## config.mk

```make
export PLATFORM = sky130hd
export DESIGN_NAME = multiplier
export DESIGN_NICKNAME = d
export VERILOG_FILES = /design/src/rtl/mult_pkg.sv /design/src/rtl/multiplier.sv
export SDC_FILE = /design/constraint.sdc
export NUM_CORES = 1
export LEC_CHECK = 0
export ABC_AREA = 0
export CAP_MARGIN = 30
export CORE_MARGIN = 5
export CORE_UTILIZATION = 55
export DETAILED_ROUTE_END_ITERATION = 12
export PLACE_DENSITY_LB_ADDON = 0.2
export SLEW_MARGIN = 0
export SYNTH_ARGS = -nofsm -noshare
export SYNTH_HDL_FRONTEND = slang
export SYNTH_SLANG_ARGS = --single-unit
export TNS_END_PERCENT = 30
```

## constraint.sdc

```tcl
create_clock -name clk -period 7 [get_ports clk]
set_clock_uncertainty 0.1 [all_clocks]
set_input_delay 1.4 -clock clk [delete_from_list [all_inputs] [get_ports clk]]
set_output_delay 1.4 -clock clk [all_outputs]
set_load 0.02 [all_outputs]
```

## src/rtl/mult_pkg.sv

```systemverilog
// Shared definitions for the sequential shift-add multiplier.
//   state_t    : controller states (IDLE accepts work, RUN iterates, FIX writes result)
//   MULT_WIDTH : default operand width
package mult_pkg;

  localparam int MULT_WIDTH = 13;

  typedef enum logic [1:0] {
    IDLE = 2'd0,
    RUN  = 2'd1,
    FIX  = 2'd2
  } state_t;

endpackage : mult_pkg

```

## src/rtl/multiplier.sv

```systemverilog
// Sequential signed/unsigned multiplier, one shift-add step per clock.
//   clk          : clock, rising edge
//   reset_n      : asynchronous active-low reset
//   sign         : 1 = two's-complement operands/product, sampled with start
//   start        : request, sampled only while ready=1
//   multiplicand : first operand, sampled with start
//   factor       : second operand, sampled with start
//   product      : registered result of the last completed multiply
//   ready        : idle, product valid, start accepted
//   ovf          : (MULTIPLIER_OVF_EN only) result does not fit WIDTH bits
// Optional feature macro: MULTIPLIER_OVF_EN adds the ovf output.
// Latency: accept edge -> WIDTH RUN cycles -> 1 FIX cycle -> IDLE.
module multiplier
  import mult_pkg::*;
#(
  parameter int WIDTH = MULT_WIDTH
) (
  input  logic               clk,
  input  logic               reset_n,
  input  logic               sign,
  input  logic               start,
  input  logic [WIDTH-1:0]   multiplicand,
  input  logic [WIDTH-1:0]   factor,
  output logic [2*WIDTH-1:0] product,
  output logic               ready
`ifdef MULTIPLIER_OVF_EN
  ,
  output logic               ovf
`endif
);

  localparam int PW = 2 * WIDTH;
  localparam int CW = $clog2(WIDTH + 1);

  state_t          state, state_nx;
  logic [PW-1:0]   acc;       // running magnitude of the product
  logic [PW-1:0]   mc_sh;     // multiplicand magnitude, shifted left per step
  logic [WIDTH:0]  fac_q;     // factor magnitude, bit cnt selects the add
  logic [CW-1:0]   cnt;
  logic            neg_q;     // result must be negated in FIX
  logic            accept;
  logic            last;

  // Magnitude in WIDTH+1 bits so the most negative value maps exactly.
  function automatic logic [WIDTH:0] mag(input logic [WIDTH-1:0] x, input logic s);
    logic [WIDTH:0] ext;
    ext = {s & x[WIDTH-1], x};
    mag = ext[WIDTH] ? (~ext + 1'b1) : ext;
  endfunction

  assign accept = (state == IDLE) && start;
  assign last   = (cnt == CW'(WIDTH - 1));

  // ---------------- controller ----------------
  always_ff @(posedge clk or negedge reset_n) begin
    if (!reset_n) state <= IDLE;
    else          state <= state_nx;
  end

  always_comb begin
    state_nx = state;
    ready    = 1'b0;
    case (state)
      IDLE: begin
        ready = 1'b1;
        if (start) state_nx = RUN;
      end
      RUN:     if (last) state_nx = FIX;
      FIX:     state_nx = IDLE;
      default: state_nx = IDLE;
    endcase
  end

  // ---------------- datapath ----------------
  always_ff @(posedge clk or negedge reset_n) begin
    if (!reset_n) begin
      acc     <= '0;
      mc_sh   <= '0;
      fac_q   <= '0;
      cnt     <= '0;
      neg_q   <= 1'b0;
      product <= '0;
    end else begin
      if (accept) begin
        mc_sh <= PW'(mag(multiplicand, sign));
        fac_q <= mag(factor, sign);
        neg_q <= sign & (multiplicand[WIDTH-1] ^ factor[WIDTH-1]);
        acc   <= '0;
        cnt   <= '0;
      end
      if (state == RUN) begin
        if (fac_q[cnt]) acc <= acc + mc_sh;
        mc_sh <= mc_sh << 1;
        cnt   <= cnt + 1'b1;
      end
      if (state == FIX)
        product <= neg_q ? (~acc + 1'b1) : acc;
    end
  end

`ifdef MULTIPLIER_OVF_EN
  // Overflow is judged on the magnitude: a negative result may reach
  // 2^(WIDTH-1), a positive signed one only 2^(WIDTH-1)-1.
  logic          sign_q;
  logic          ovf_nx;
  logic [PW-1:0] lim;

  assign lim = PW'(1) << (WIDTH - 1);

  always_comb begin
    ovf_nx = 1'b0;
    if (sign_q) ovf_nx = neg_q ? (acc > lim) : (acc >= lim);
    else        ovf_nx = |acc[PW-1:WIDTH];
  end

  always_ff @(posedge clk or negedge reset_n) begin
    if (!reset_n) begin
      sign_q <= 1'b0;
      ovf    <= 1'b0;
    end else begin
      if (accept)        sign_q <= sign;
      if (state == FIX)  ovf    <= ovf_nx;
    end
  end
`endif

endmodule : multiplier

```

==> After elaboration in Yosys (flattened, before gate mapping) <==
Index checks and enable logic that the tools add are counted.
{ "word_totals": {"reg_bits": 99, "elab_cells": 45, "input_bits": 30, "output_inout_bits": 27} }
{ "classes": {"eq_ne": 5, "muxes": 16, "n_reduce_logical": 4, "add_sub_neg": 5, "bitwise_logic": 7, "order_cmp": 1} }
{ "op_table": {"columns": ["operator", "count"], "rows": [
  ["26-bit two-way mux", 6],
  ["14-bit by 1-bit adder with 14-bit output (second input constant)", 2],
  ["14-bit two-way mux", 2],
  ["14-bit inverter", 2],
  ["26-bit by 1-bit adder with 26-bit output (second input constant)", 1],
  ["26-bit adder", 1],
  ["26-bit inverter", 1],
  ["4-bit two-way mux", 2],
  ["4-bit by 5-bit less-than comparator with 1-bit output (second input constant)", 1],
  ["4-bit by 1-bit adder with 4-bit output (second input constant)", 1],
  ["1-bit binary-select mux with 4-bit select", 1],
  ["4-bit == test (second input constant)", 1],
  ["2-bit two-way mux", 2],
  ["2-bit inequality test (second input constant)", 2],
  ["2-bit one-hot mux with 2 select lines", 1],
  ["1-bit AND", 3],
  ["2-bit by 1-bit == test with 1-bit output (second input constant)", 1],
  ["2-bit == test (second input constant)", 1],
  ["2-bit zero test", 1],
  ["1-bit two-way mux", 2],
  ["2-bit AND reduction", 1],
  ["2-bit nonzero test", 1],
  ["1-bit logical AND", 1],
  ["1-bit XOR", 1]
]} }

==> Longest topological paths before layout <==
{ "depth": {"depth_word": 6, "mapped_depth": 9, "depth_no_buf": 9} }

==> Least setup slack after synthesis <==
Ideal clock, no wire load.
{ "synth_path": {"kind": "in2reg", "start": "input factor[4]", "end": "register fac_q[11]", "path_slack_ps": 4259, "arrival_time_ps": 2508, "required_time_ps": 6767, "path_buffers": 0, "path_stages": 5, "setup_ps": 133, "path_cell_list": "nor4_1 nand2_1 o41ai_1 xor2_1 o21ai_0"} }
{ "synth_via": {"elab_chain_len": 3} }
{ "synth_rtl": {"columns": ["item", "line_no", "rtl"], "rows": [
  ["start, declared", "multiplier.sv:23", "input logic [WIDTH-1:0] factor,"],
  ["14-bit inverter", "multiplier.sv:48", "mag = ext[WIDTH] ? (~ext + 1'b1) : ext;"],
  ["14-bit by 1-bit adder with 14-bit output", "multiplier.sv:48", null],
  ["14-bit two-way mux", "multiplier.sv:48", null],
  ["end signal, assigned", "multiplier.sv:86", "fac_q <= mag(factor, sign);"],
  ["end, declared", "multiplier.sv:38", "logic [WIDTH:0] fac_q;"]
]} }
Every way passes these cells.
A chain may end at the register's enable or synchronous reset.

==> Final worst setup path <==
{ "layout_path": {"start": "register state[1]", "end": "output ready"} }
{ "layout_via": {"elab_chain_len": 2} }
{ "layout_rtl": {"columns": ["item", "line_no", "rtl"], "rows": [
  ["start, declared", "multiplier.sv:35", "state_t state, state_nx;"],
  ["start signal, assigned", "multiplier.sv:57", "else state <= state_nx;"],
  ["2-bit zero test", "multiplier.sv:63", "case (state)"],
  ["1-bit two-way mux", "multiplier.sv:63", null],
  ["end, declared", "multiplier.sv:25", "output logic ready"]
]} }
Every way passes these cells.

==> flow_metrics.tcl <==
set metrics [dict create \
    status "finished, final reports clean" \
    leakagePower_nw 3.080 \
    period_share_pct 45.48 \
    crit_path_max_fanout 4 \
    mappedNetlistArea_sq_mm 0.006067 \
    hold_violations 0 \
    core_sq_mm 0.01084 \
    fp-row-count 38 \
    grt_usage_pct 20.18 \
    timing.fmax_mhz 314.1 \
    crit_type "reg -> out" \
    cts_buffer_depth 2 \
    worstReg2RegEnd "acc[25]$_DFF_PN0_" \
    synth.yosys.seq_area_share_pct 40.83 \
    crit_required_ns 5.50 \
    synth_largest_area_cell "dfrtp_1" \
    io_buffers 56 \
    min_path_type "reg -> reg" \
    startpoint_type "register" \
    diodes 0 \
    ys.flop_type "dfrtp_1" \
    crit_slowest_cell "clkdlybuf4s50_1" \
    worst_r2r_path_depth 7 \
    via_per_inst 5.716 \
    synth.avg_cell_area_sq_um 8.767 \
    dp_hpwl_mm 9.693 \
    cp.arrival_ns 1.68 \
    ys_seq_elements 99 \
    ys_warn_count 0 \
    tritoncts "built" \
    dieArea_sq_mm 0.01323 \
    vdd_drop_max_mv 0.2296 \
    die_w_microns 115.0 \
    pre_cts_ws_ns 3.549 \
    wire_per_inst_microns 14.54 \
    wirelength_mm 12.77 \
    holdPathEnd "product[22]$_DFFE_PN0N_" \
    syn_nets 753 \
    cap_violations 0 \
    grt_max_degree 68 \
    numCtsBuffers 9 \
    ant_nets 0 \
    yosysTopAreaCellShare_pct 40.83 \
    synth-edff-count 0 \
    clock-sinks 99 \
    h-tree-depth 3 \
    tightest_slew_ns 0.7891 \
    slew_headroom_pct 47.39 \
    postLayoutCoreUtil_pct 64.22 \
    grt_first_pass_wirelength_mm 21.90 \
    syn_inst 692 \
    cts_hold_buf 0 \
    min_path_cells 2 \
    mostFrequentLayoutCells "nand2_1, o21ai_0, dfrtp_1" \
    root_buffer "clkbuf_8" \
    clk_pin_slew_ns 0.09 \
    drc 0 \
    fin_setup_tns_ns 0 \
    antenna_found_initial 0 \
    grt-ovfl-total 0 \
    postSynth.asyncResetShare_pct 100.0 \
    hold_ws_ns 0.3846 \
    nNetsFinal 794 \
    top_layer "met4" \
    p_per_area_mw_per_mm2 457.1 \
    ios 57 \
    grt_pass1_vias 4868 \
    finalMaxSlewViolations 0 \
    path_cells "nor2_1, clkdlybuf4s50_1" \
    post_cts_buffers 0 \
    crit_start "state[1]$_DFFE_PN0P_" \
    wl_met2_mm 5.915 \
    reg2reg_from "cnt[0]$_DFFE_PN0P_" \
    hp-start "product[22]$_DFFE_PN0N_" \
    dr.first_iter.drc_count 267 \
    drt_first_pass_iters 6 \
    rsz0062_at_grt "no" \
    gp_congestion 0.9031 \
    drive_above_1_share_pct 4.878 \
    clock_latency_ns 0.36 \
    cts.repair.resized 0 \
    start_util_pct 55.97 \
    fin_crit_ns 3.184 \
    vias 5019 \
    end_kind "output port" \
    wl_met3_microns 588 \
    drt-met1-wl_mm 6.016 \
    die_h_microns 115.0 \
    setup_slack_ns 3.816 \
    yosys-top-cells-area "dfrtp_1, o21ai_0, nand2_1, ha_1, xnor2_1" \
    ys_types 54 \
    syn_to_final_growth_pct 14.75 \
    fillers 937 \
    finalSetupViolations 0 \
    max_stage_delay_ns 0.66 \
    reg2reg_slack_ns 4.11 \
]
==> through the flow <==
stage	total power [mW]	instance area [sq um]	instances
CTS	3.199	6962	878
detailed placement	2.756	6713	862
finish	3.182	6962	878
global placement	2.683	6713	862
global route	3.469	6962	878
floorplan	2.317	6067	692
==> Yosys cell counts (all sizes together) (4+ instances only) <==
cell type and instances:
a21o 10, a21oi 33, a22oi 12, a31oi 5
and2 6, and3 8, buf 7, clkbuf 24
dfrtp 99, ha 30, inv 19, mux2i 7
mux4 4, nand2 106, nand2b 5, nand3 39
nor2 37, nor2b 4, nor3 8, nor3b 5
nor4 5, o21ai 106, o31ai 11, xnor2 36
xor2 27
==> sequential cells by signal (all words and copies together) (netlist names) <==
signal and flops:
fac_q 14, product 26, state 2, acc 26
cnt 4, mc_sh 26, neg_q 1
==> layout make-up <==
cell class	count	area [sq um]	share of cell area [%]
inverter	19	71.32	1.024
clock buffer	10	137.6	1.977
sequential	99	2477	35.59
tap	140	175.2	2.516
multi-input combinational	543	3393	48.74
timing repair buffer	61	595.6	8.555
clock inverter	6	111.4	1.600
==> per-layer routing <==
metal	global-route usage, %	up-vias
met5	0	-
met4	8.138	0
met3	2.368	23
met2	34.38	133
met1	26.25	2320
li1	-	2543
==> worst max-delay path by stage <==
stage                                  endpoint  slack (ns)  depth (start not counted)
after floorplan           fac_q[11]$_DFFE_PN0P_        4.26                          5
after CTS                                 ready        3.80                          2
after global placement    mc_sh[10]$_DFFE_PN0P_        3.65                          5
after detailed placement  fac_q[11]$_DFFE_PN0P_        3.55                          6
final                                     ready        3.82                          2
after global routing                      ready        3.73                          2
==> worst max-delay path: cells and delay by family, from the launching register on <==
kind / cells / cell delay [ns]
DFF: 1 / 0.42
and+or+nand+nor: 1 / 0.25
buffers and inverters: 1 / 0.66
==> power by group <==
part / internal [mW] / switching, mW
registers: 0.813 / 0.261
clock network: 0.248 / 0.192
logic: 0.744 / 0.924
total: 1.80 / 1.38
==> cell families (layout without fill, tap and decap cells) <==
| family | Yosys count | after routing | share of synthesized area (%) |
|---|---|---|---|
| compound gates | 202 | 202 | 19.55 |
| xor+xnor | 63 | 63 | 9.095 |
| fa+ha+maj | 31 | 31 | 6.517 |
| buf+inv | 50 | 96 | 3.320 |
| flops | 99 | 99 | 40.83 |
| mux | 11 | 11 | 2.640 |
| simple gates | 236 | 236 | 18.05 |
(Power assumes the default switching activity.)
==> variant 1, RTL diff (config.mk and constraints unchanged) <==
Add a define of `MULTIPLIER_OVF_EN`.
--- a/src/rtl/multiplier.sv
+++ b/src/rtl/multiplier.sv
@@ -10,6 +10,8 @@
 //   ovf          : (MULTIPLIER_OVF_EN only) result does not fit WIDTH bits
 // Optional feature macro: MULTIPLIER_OVF_EN adds the ovf output.
 // Latency: accept edge -> WIDTH RUN cycles -> 1 FIX cycle -> IDLE.
+`define MULTIPLIER_OVF_EN
+
 module multiplier
   import mult_pkg::*;
 #(
Formal check against the unedited RTL (old outputs only; new: ovf): equivalent (Yosys induction, for registers that start in step).
==> variant 1 against the unedited design <==
  * Design area grew 3.3%
  * Power grew 5.7%
  * Sequential cell count grew 2
  * Synthesized area grew 3.1%
  * Largest cell class unchanged
  * Via count grew 3.6%
  * Sequential power grew 5%
  * Routed wire length grew 10%
  * Worst setup slack lost 0.20 ns
  * Register-to-register slack is essentially flat
==> variant 1: results (changes against the unedited design) <==
diodes: 0  # unchanged
globalplace.congestion: 0.862  # -4.6%
worstHoldStart: "product[15]"
post-cts-setup-buffer-count: 0  # unchanged
dr.pass1.iters: 4  # -2
nets: 809  # +1.9%
synthAdderAreaFrac_pct: 6.32  # -0.20 points
synth_fp_nets: 774  # +2.8%
p_leak_uw: 0.00308  # about the same
grt_usage_pct: 21.8  # +1.6 points
clk_latency_ns: 0.34  # -0.02 ns
vias_per_cell: 5.80  # +1.5%
max_slew_margin_pct: 40.0  # -7.4 points
drtIter0Drc: 234  # -12%
clkTransAtPathRegs_ns: 0.07  # -0.02 ns
ir_worst_vdd_mv: 0.269  # +17%
reg2reg_slack_ns: 4.10  # about the same
detailed_place_hpwl_um: 10700  # +10%
synthFlopType: "dfrtp_1"
path_max_fanout: 4  # unchanged
synth-compound-area-share_pct: 20.7  # +1.2 points
cts-root-buf: "clkbuf_16"
grt_max_degree: 68  # unchanged
grt_pass1_wl_um: 24000  # +9.5%
finalWirelength_um: 14000  # +10%
synth_mux_area_share_pct: 2.08  # -0.56 points
port_buffers: 57  # +1.8%
synth_area_leaders: "dfrtp_1 40%, o21ai_0 7.8%, nand2_1 6.8%"
crit_path_start: "factor[2]"
numCtsBuffers: 9  # unchanged
drive_gt1_share_pct: 5.18  # +0.30 points
antenna_found_initial: 0  # unchanged
async_flop_share_pct: 100  # unchanged
whs_ns: 0.378  # -0.00653 ns
yosysSeqAreaShare_pct: 40.4  # -0.43 points
crit_arrival_ns: 3.48  # +1.80 ns
grt_pass1_vias: 5087  # +4.5%
timing.rr.start: "acc[6]"
status: "completed"
htree_num_levels: 3  # unchanged
yosys-top-cells-count: "114 x nand2_1, 101 x dfrtp_1, 98 x o21ai_0, 39 x xor2_1"
synth-xor-area-share_pct: 8.96  # -0.13 points
holdCritPathClass: "reg2reg"
variant 1: metal layers:
metal	global-route usage [%]	vias up	share of wire [%]
met5	0	-	0
met4	6.42	0	1.7
met3	3.73	23	4.9
met2	36.0	114	46
met1	29.7	2456	47
li1	-	2608	-
variant 1: critical path: stages:
cell and delay (ns):
clkdlybuf4s50_1 0.46, or3_1 0.41, or4_1 0.44, o41ai_1 0.42, nand2_1 0.13, xnor2_1 0.14
o21ai_0 0.08
variant 1: cell type report:
| type | instances | area (um2) |
|---|---|---|
| clock buffer | 10 | 229 |
| clock inverter | 6 | 63.8 |
| fill | 974 | 4080 |
| inverter | 17 | 63.8 |
| multi-input combinational | 557 | 3520 |
| sequential | 101 | 2530 |
| tap | 143 | 179 |
| timing repair buffer | 62 | 606 |
variant 1: worst paths after layout:
check	to	cells past startpoint
max	fac_q[11]	7
min	product[15]	2
max reg2reg	acc[23]	8
min reg2reg	product[15]	2
max in group asynchronous	mc_sh[19]	2
min in group asynchronous	product[9]	1
variant 1: logic make-up after synthesis:
kind of cell,after synthesis
AOI/OAI and AO/OA,215
xor gates and xnor gates,64
adders and majority gates,31
buffers and inverters,55
DFF,101
muxes,9
and+or+nand+nor,238
variant 1: stage by stage:
| stage | cell area, um2 | setup WS, ns | power, uW | std cells |
|---|---|---|---|---|
| floorplan | 6260 | 3.88 | 2380 | 713 |
| global placement | 6900 | 3.30 | 2830 | 880 |
| detailed placement | 6900 | 3.26 | 2890 | 880 |
| CTS | 7190 | 3.62 | 3380 | 896 |
| global route | 7190 | 3.45 | 3670 | 896 |
| finish | 7190 | 3.62 | 3360 | 896 |
variant 1: where the power goes:
group	internal [uW]	switching, uW
sequential	836	283
clock	277	212
combinational	743	1010
==> variant 2, RTL diff (config.mk and constraints unchanged) <==
Made on the original files. Encoding of `state_t`: now one-hot (3 bits for 3 states).
--- a/src/rtl/mult_pkg.sv
+++ b/src/rtl/mult_pkg.sv
@@ -5,10 +5,10 @@
 
   localparam int MULT_WIDTH = 13;
 
-  typedef enum logic [1:0] {
-    IDLE = 2'd0,
-    RUN  = 2'd1,
-    FIX  = 2'd2
+  typedef enum logic [2:0] {
+    IDLE = 3'b001,
+    RUN  = 3'b010,
+    FIX  = 3'b100
   } state_t;
 
 endpackage : mult_pkg
Check against the original RTL: no difference found for any inputs over 10 cycles, from zero or initial values and one cycle with reset_n low; not proved beyond that.
==> variant 2 against the unedited design <==
  * Design area is 3.4% higher
  * Worst hold slack lost 0.0077 ns
  * Critical path depth did not move
  * Global-route usage is 2.6 points higher
  * Routed wire length rose by 12%
  * Sequential cell count grew 1
  * Core utilization rose by 1.3 points
  * Synthesized area is 2.7% higher
  * Clock power is 19% higher
  * Power shrank 29%
  * Worst setup slack got worse by 0.39 ns
  * Largest power group unchanged
  * Highest routed layer unchanged
==> variant 2: results (changes against the unedited design) <==
status: "completed"
p_leak_uw: 0.00319  # +3.7%
netlist_instances: 723  # +4.5%
async_flop_share_pct: 100  # unchanged
drive_gt1_share_pct: 5.37  # +0.50 points
synth-compound-area-share_pct: 19.9  # +0.34 points
slowest_delay_ns: 0.72  # +0.06 ns
vias_per_cell: 5.84  # +2.1%
path_max_fanout: 3  # -1
r2r_end: "acc[24]"
synth_fp_nets: 784  # +4.1%
worstHoldStart: "product[2]"
nets: 819  # +3.1%
grt_pass1_vias: 5193  # +6.7%
crit_path_start: "state[0]"
whs_ns: 0.377  # -0.00774 ns
drtIter0Drc: 423  # +58%
synthAdderAreaFrac_pct: 6.34  # -0.17 points
hold_end: "product[2]"
dp.cells: 886  # +2.8%
grt_max_degree: 79  # +16%
synth_area_leaders: "dfrtp_1 40%, nand2_1 7.2%, o21ai_0 6.1%"
synth_mux_area_share_pct: 1.75  # -0.89 points
yosys-top-cells-count: "120 x nand2_1, 99 x dfrtp_1, 76 x o21ai_0, 47 x nand3_1"
globalplace.congestion: 0.937  # +3.7%
grt_pass1_wl_um: 24600  # +12%
yosysUniqueCellTypes: 61  # +13%
layoutNonFillerInstCount: 903  # +2.8%
crit_arrival_ns: 2.08  # +0.40 ns
yosysSeqAreaShare_pct: 40.2  # -0.67 points
cts-root-buf: "clkbuf_16"
antenna_found_initial: 0  # unchanged
numCtsBuffers: 9  # unchanged
r2r_cells: 9  # +2
grt_usage_pct: 22.8  # +2.6 points
synth-xor-area-share_pct: 8.71  # -0.38 points
htree_num_levels: 3  # unchanged
max-clock-path-buffers: 2  # unchanged
diodes: 0  # unchanged
dpl_cell_area_um2: 6850  # +2.1%
synthFlopType: "dfrtp_1"
pre_cts_slack_ns: 3.45  # -0.103 ns
min_path_cells: 2  # unchanged
reg_top3: "acc x26, mc_sh x26, product x26"
die-area_um2: 13600  # +2.5%
timing.rr.start: "mc_sh[0]"
wl_per_cell_um: 15.8  # +9.0%
synth_top_family_by_area: "compound AO/OA/AOI/OAI gates"
worst_pin_slew_ns: 0.922  # +0.132 ns
reg2reg_slack_ns: 3.88  # -0.23 ns
clk_latency_ns: 0.34  # -0.02 ns
ir_worst_vdd_mv: 0.277  # +21%
port_buffers: 56  # unchanged
clkTransAtPathRegs_ns: 0.07  # -0.02 ns
detailed_place_hpwl_um: 10800  # +11%
dr.pass1.iters: 5  # -1
variant 2: changes by cell type after synthesis, sizes merged, moves of 6 or more:
cell / delta
nand3: +8
nand2: +16
buf: +8
or3: +6
a21oi: +6
o21ai: -14
variant 2: logic make-up (layout without fill, tap and decap cells):
group,count (synthesis),after routing
xor+xnor,62,62
mux,7,7
flops,100,100
buf+inv,57,97
fa+ha+maj,31,31
compound gates,202,202
simple gates,264,264
variant 2: worst max-delay path by stage:
stage / endpoint / slack [ns] / depth (start not counted)
2_1_floorplan: fac_q[11] / 4.03 / 6
3_3_place_gp: fac_q[11] / 3.46 / 7
3_5_place_dp: fac_q[11] / 3.45 / 7
4_1_cts: ready / 3.41 / 2
5_1_grt: ready / 3.34 / 2
6_report: ready / 3.42 / 2
variant 2: final cells by class:
type	count	area (um2)
Clock buffer	11	243
Clock inverter	5	75.1
Fill cell	916	3790
Inverter	19	71.3
Multi-Input combinational cell	566	3510
Sequential cell	100	2500
Tap cell	140	175
Timing Repair Buffer	62	623
variant 2: layer usage:
metal / GRT usage, % / part of all wire (%) / routed length (um)
met5: 0 / 0 / 0
met4: 6.81 / 1.3 / 193
met3: 4.15 / 4.2 / 606
met2: 38.8 / 49 / 7040
met1: 29.8 / 45 / 6470
variant 2: worst reg2reg max path: cells and delay by family (launching register included):
family                     cells  cell delay (ns)
adders and majority gates      2             0.66
and+or+nand+nor                2             0.45
DFF                            1             0.43
AOI/OAI and AO/OA              5             1.42
variant 2: power by group:
group          switching (uW)  leakage [uW]  internal (uW)
sequential                148       0.00135            695
combinational             516       0.00169            386
clock                     204      0.000159            321
total                     867       0.00319           1400
